File: config.mk
export PLATFORM = sky130hd
export DESIGN_NAME = seq_player_flat
export DESIGN_NICKNAME = d
export VERILOG_FILES = /design/src/rtl/seq_player_if.sv /design/src/rtl/seq_player.sv /design/src/flat_wrapper.sv
export SDC_FILE = /design/constraint.sdc
export NUM_CORES = 1
export LEC_CHECK = 0
export CORE_ASPECT_RATIO = 1.1
export CORE_MARGIN = 10
export CORE_UTILIZATION = 62
export DETAILED_ROUTE_END_ITERATION = 10
export HOLD_SLACK_MARGIN = 0.06
export PLACE_DENSITY_LB_ADDON = 0.3
export SYNTH_ARGS = -nofsm -noshare
export SYNTH_HDL_FRONTEND = slang
export SYNTH_SLANG_ARGS = --single-unit
File: constraint.sdc
create_clock -name clk -period 3.3 [get_ports clk]
set_input_delay 0.66 -clock clk [delete_from_list [all_inputs] [get_ports clk]]
set_output_delay 0.66 -clock clk [all_outputs]
set_load 0.01 [all_outputs]
File: src/rtl/seq_player_if.sv
// Bus bundle for seq_player: play control, sequence-memory write port
// and the LED/status outputs. The testbench drives the master side.
interface seq_player_if #(
    parameter int SIZE = 4
);
    logic            start;
    logic [SIZE-1:0] level;
    logic            seq_load;
    logic [SIZE-1:0] seq_addr;
    logic [1:0]      seq_color;
    logic [3:0]      led;
    logic [SIZE-1:0] idx;
    logic            busy;
    logic            end_play;

    modport master (
        output start, level, seq_load, seq_addr, seq_color,
        input  led, idx, busy, end_play
    );

    modport slave (
        input  start, level, seq_load, seq_addr, seq_color,
        output led, idx, busy, end_play
    );
endinterface

File: src/rtl/seq_player.sv
// Colour-sequence player: plays entries 0..level of a small colour memory
// as timed LED flashes (lit ON_CYCLES, dark OFF_CYCLES per step), then
// emits a one-cycle end_play pulse. Memory is writable only while idle.
module seq_player #(
    parameter int SIZE       = 4,
    parameter int ON_CYCLES  = 8,
    parameter int OFF_CYCLES = 4
) (
    input logic          clk,
    input logic          R,
    seq_player_if.slave  bus
);
    localparam int DEPTH = 1 << SIZE;
    localparam int MAXC  = (ON_CYCLES > OFF_CYCLES) ? ON_CYCLES : OFF_CYCLES;
    localparam int CW    = (MAXC > 1) ? $clog2(MAXC) : 1;

    localparam logic [CW-1:0] ON_LOAD  = CW'(ON_CYCLES - 1);
    localparam logic [CW-1:0] OFF_LOAD = CW'(OFF_CYCLES - 1);
    localparam logic [CW-1:0] CNT_ZERO = CW'(0);

    localparam logic [1:0] ST_IDLE = 2'd0;
    localparam logic [1:0] ST_ON   = 2'd1;
    localparam logic [1:0] ST_OFF  = 2'd2;
    localparam logic [1:0] ST_DONE = 2'd3;

    logic [1:0]      state_r;
    logic [CW-1:0]   cnt_r;
    logic [SIZE-1:0] idx_r;
    logic [SIZE-1:0] level_r;
    logic [1:0]      mem_r [DEPTH];
    logic [3:0]      led_s;

    // One-hot LED code for a 2-bit colour.
    function automatic logic [3:0] decode_color(input logic [1:0] color);
        logic [3:0] onehot;
        case (color)
            2'b00:   onehot = 4'b0001;
            2'b01:   onehot = 4'b0010;
            2'b10:   onehot = 4'b0100;
            2'b11:   onehot = 4'b1000;
            default: onehot = 4'b0000;
        endcase
        return onehot;
    endfunction

    // Sequence memory: cleared by reset, written only while idle so a
    // running sequence can never be altered underneath the player.
    always_ff @(posedge clk) begin
        if (R) begin
            for (int i = 0; i < DEPTH; i++) begin
                mem_r[i] <= 2'b00;
            end
        end else if (bus.seq_load && (state_r == ST_IDLE)) begin
            mem_r[bus.seq_addr] <= bus.seq_color;
        end
    end

    // Playback FSM with a down-counting phase timer; idx stops at level_r
    // and is held through DONE and IDLE until the next accepted start.
    always_ff @(posedge clk) begin
        if (R) begin
            state_r <= ST_IDLE;
            cnt_r   <= CNT_ZERO;
            idx_r   <= {SIZE{1'b0}};
            level_r <= {SIZE{1'b0}};
        end else begin
            case (state_r)
                ST_IDLE: begin
                    if (bus.start) begin
                        level_r <= bus.level;
                        idx_r   <= {SIZE{1'b0}};
                        cnt_r   <= ON_LOAD;
                        state_r <= ST_ON;
                    end else begin
                        state_r <= ST_IDLE;
                    end
                end
                ST_ON: begin
                    if (cnt_r == CNT_ZERO) begin
                        cnt_r   <= OFF_LOAD;
                        state_r <= ST_OFF;
                    end else begin
                        cnt_r   <= cnt_r - CW'(1);
                    end
                end
                ST_OFF: begin
                    if (cnt_r != CNT_ZERO) begin
                        cnt_r   <= cnt_r - CW'(1);
                    end else if (idx_r == level_r) begin
                        state_r <= ST_DONE;
                    end else begin
                        idx_r   <= idx_r + SIZE'(1);
                        cnt_r   <= ON_LOAD;
                        state_r <= ST_ON;
                    end
                end
                ST_DONE: begin
                    state_r <= ST_IDLE;
                end
                default: begin
                    state_r <= ST_IDLE;
                end
            endcase
        end
    end

    // LED drive: lit only during ON, read straight from memory so a write
    // on the start edge is already visible in the first ON cycle.
    always_comb begin
        led_s = 4'b0000;
        if (state_r == ST_ON) begin
            led_s = decode_color(mem_r[idx_r]);
        end else begin
            led_s = 4'b0000;
        end
    end

    assign bus.led      = led_s;
    assign bus.idx      = idx_r;
    assign bus.busy     = (state_r != ST_IDLE);
    assign bus.end_play = (state_r == ST_DONE);
endmodule

File: src/flat_wrapper.sv
// flat-port wrapper written by rule: the top's interface ports become plain ports
module seq_player_flat 
#(
    parameter int SIZE       = 4,
    parameter int ON_CYCLES  = 8,
    parameter int OFF_CYCLES = 4
)
  (clk, R, bus_start, bus_level, bus_seq_load, bus_seq_addr, bus_seq_color, bus_led, bus_idx, bus_busy, bus_end_play);
  seq_player_if #(.SIZE(SIZE)) bus_i ();
  input logic clk;
  input logic R;
  input wire logic [$bits(bus_i.start)-1:0] bus_start;
  input wire logic [$bits(bus_i.level)-1:0] bus_level;
  input wire logic [$bits(bus_i.seq_load)-1:0] bus_seq_load;
  input wire logic [$bits(bus_i.seq_addr)-1:0] bus_seq_addr;
  input wire logic [$bits(bus_i.seq_color)-1:0] bus_seq_color;
  output wire logic [$bits(bus_i.led)-1:0] bus_led;
  output wire logic [$bits(bus_i.idx)-1:0] bus_idx;
  output wire logic [$bits(bus_i.busy)-1:0] bus_busy;
  output wire logic [$bits(bus_i.end_play)-1:0] bus_end_play;
  assign bus_i.start = bus_start;
  assign bus_i.level = bus_level;
  assign bus_i.seq_load = bus_seq_load;
  assign bus_i.seq_addr = bus_seq_addr;
  assign bus_i.seq_color = bus_seq_color;
  assign bus_led = bus_i.led;
  assign bus_idx = bus_i.idx;
  assign bus_busy = bus_i.busy;
  assign bus_end_play = bus_i.end_play;
  seq_player #(.SIZE(SIZE), .ON_CYCLES(ON_CYCLES), .OFF_CYCLES(OFF_CYCLES)) u_core (.clk(clk), .R(R), .bus(bus_i));
endmodule
==> reports/metrics.cfg <==
[outcome]
outcome=completed

[logic_synthesis]
synth_flop_cell=edfxtp_1
synthArstFlopShare_pct=0
avgSynthCellArea_um2=11.2
ys_ff_latch=49
synth.yosys.seq_area_share_pct=48.6
synth_top_area_cell=edfxtp_1
yosysWarnings=0
synth_edf_count=32
yosys-top-cells-area=edfxtp_1 (36%), dfxtp_1 (13%), and3_1 (7.9%)
synthTopCellsByCount=and3_1 (34), edfxtp_1 (32), a21o_1 (18)
postSynthNetCount=261
syn_inst=239
ys_types=43
synth_top_area_share_pct=35.9
synth_area_um2=2680
yosysMostFrequentCell=and3_1

[timing]
tightestPinTransition_ns=0.734
whs_ns=0.481
skew_ns=0.00491
slew_headroom_pct=51.0
tns_ns=0
setup_violations=0
min_period_ns=3.16
report.final.hold_viol_count=0
finalMaxSlewViolations=0
timing.fmax_mhz=317
rsz0062_at_grt=false
timing.final.crit_share_pct=95.6

[die]
start_util_pct=63.4
num_rows=25
boundaryPins=24
die_w_um=82.7
dieHeight_um=88.9
dieArea_um2=7350
core_region_area_um2=4220

[finish]
final_core_util_pct=70.2
nNetsFinal=272
drive_gt1_share_pct=8.76
syn2layout_area_growth_pct=10.6
antenna_cells=0

[clocking]
clockBufferDepth=2
cts_hold_buffers=0
cts_setup_buffers=0
root_buffer=clkbuf_8
cts_sinks=49
cts.clk_slew.worst_paths_ns=0.08
clkLatencyLatePin_ns=0.30
tritoncts=done
cts-buffers-inserted=5
htree_levels=2

[critical_path]
path_class=reg -> out
critPathRequiredTime_ns=2.64
cp-end-kind=primary output
critPathMaxFanout=9
arrival_ns=2.50
start_kind=flop

[detailed_routing]
antenna_left=0
vias_per_cell=6.13
wl_per_cell_um=18.2
drc=0
vias=1870
drt_iter0_markers=185
drt-total-wl_mm=5.54
dr.pass1.iters=4

[placement]
port_buffers=23
dp.final_hpwl_mm=3.97
place_congestion=0.870

[global_route]
grt_pass1_vias=1742
grt_pass1_wl_mm=9.00
track_usage_pct=15.9
antenna_found_initial=0
overflow=0
grt_max_degree=34

[job]
cap_violations=0

[pwr]
p_switching_uw=536
p_total_uw=1600
power_frac_seq_pct=46.3
netSwitchingFraction_pct=33.4
clkPwrFrac_pct=20.8
comb_power_share_pct=32.9
p_per_area_nw_per_um2=541
ir_drop_mv=0.286
leakagePower_uw=0.00125
p_int_uw=1070

[min_path]
hold_class=reg -> reg

-- routing by layer --
metal / wire (um) / global-route usage (%) / vias to the layer above
met4: 88 / 5.94 / 0
met5: 0 / 0 / -
met1: 2570 / 22.4 / 884
met3: 330 / 3.42 / 7
met2: 2550 / 23.2 / 62
li1: - / - / 917
-- repair_timing --
item / in CTS / in global routing
setup endpoints to repair: 2 / 0
resized for setup: 1 / 0
hold endpoints to repair: 0 / 0
-- sequential cells by signal, indices dropped and copies added, names as in the netlist, named ones only --
register	flops
u_core.state_r	2
u_core.level_r	4
u_core.cnt_r	3
u_core.mem_r	32
u_core.bus.idx	4
-- worst max-delay path, cell delays in order, from the launching register on --
cell and delay, ns:
dfxtp_2 0.47, mux4_2 0.53, mux4_2 0.51, a21oi_1 0.13, clkdlybuf4s50_1 0.55
-- stage by stage --
stage,worst slack (ns),area (um2),std cells
floorplan,0.973,2680,239
global placement,0.341,2880,297
detailed placement,0.299,2880,297
CTS,0.126,2960,305
global route,0.0151,2960,305
finish,0.145,2960,305
-- cell usage in the layout, fill, tap and decap left out, drive strengths merged, types with 2 or more instances in the layout --
cell type and n:
and3 34, a21oi 10, a31oi 6, a21boi 2, nand3b 2, mux4 8, mux2 2, or4 3
o211ai 2, xor2 4, clkbuf 5, nand2 10, mux2i 4, dfxtp 17, nor2 10, clkinv 3
nor2b 5, o21ai 4, a21o 18, edfxtp 32, ha 8, nand2b 2, o32ai 4, clkdlybuf4s50 23
nand3 9, inv 10
-- cell type report --
cell class	instances	area, um2
Clock buffer	5	68.8
Sequential cell	49	1300
Clock inverter	3	12.5
Multi-Input combinational cell	160	1240
Tap cell	54	67.6
Fill cell	323	1260
Timing Repair Buffer	24	238
Inverter	10	37.5
-- power groups by stage --
| stage | registers (uW) | logic (uW) | clock network [uW] |
|---|---|---|---|
| 5_1_grt | 750 | 588 | 368 |
| 4_1_cts | 743 | 525 | 340 |
| 6_report | 742 | 528 | 334 |
| 2_1_floorplan | 744 | 395 | 0 |
| 3_5_place_dp | 757 | 519 | 0 |
| 3_3_place_gp | 754 | 507 | 0 |
-- worst paths after layout --
| check | startpoint | end | slack (ns) | cells after the start |
|---|---|---|---|---|
| setup / recovery | flop | bus_led[0] | 0.14 | 4 |
| hold / removal | u_core.level_r[1] | u_core.level_r[1] | 0.48 | 2 |
| hold reg to reg | u_core.level_r[1] | u_core.level_r[1] | 0.48 | 2 |
| setup reg to reg | u_core.state_r[0] | u_core.mem_r[0][1] | 1.16 | 5 |
-- logic make-up after synthesis --
kind of cell | count (synthesis) | share of synthesized area (%)
AO/OA/AOI/OAI | 54 | 14.6
XOR/XNOR | 4 | 1.87
multiplexers | 14 | 9.06
buffers and inverters | 30 | 5.23
flip-flops | 49 | 48.6
adder cells (fa/ha/maj) | 8 | 3.74
AND/OR/NAND/NOR | 80 | 16.9
Power figures use the tool's default switching activity.
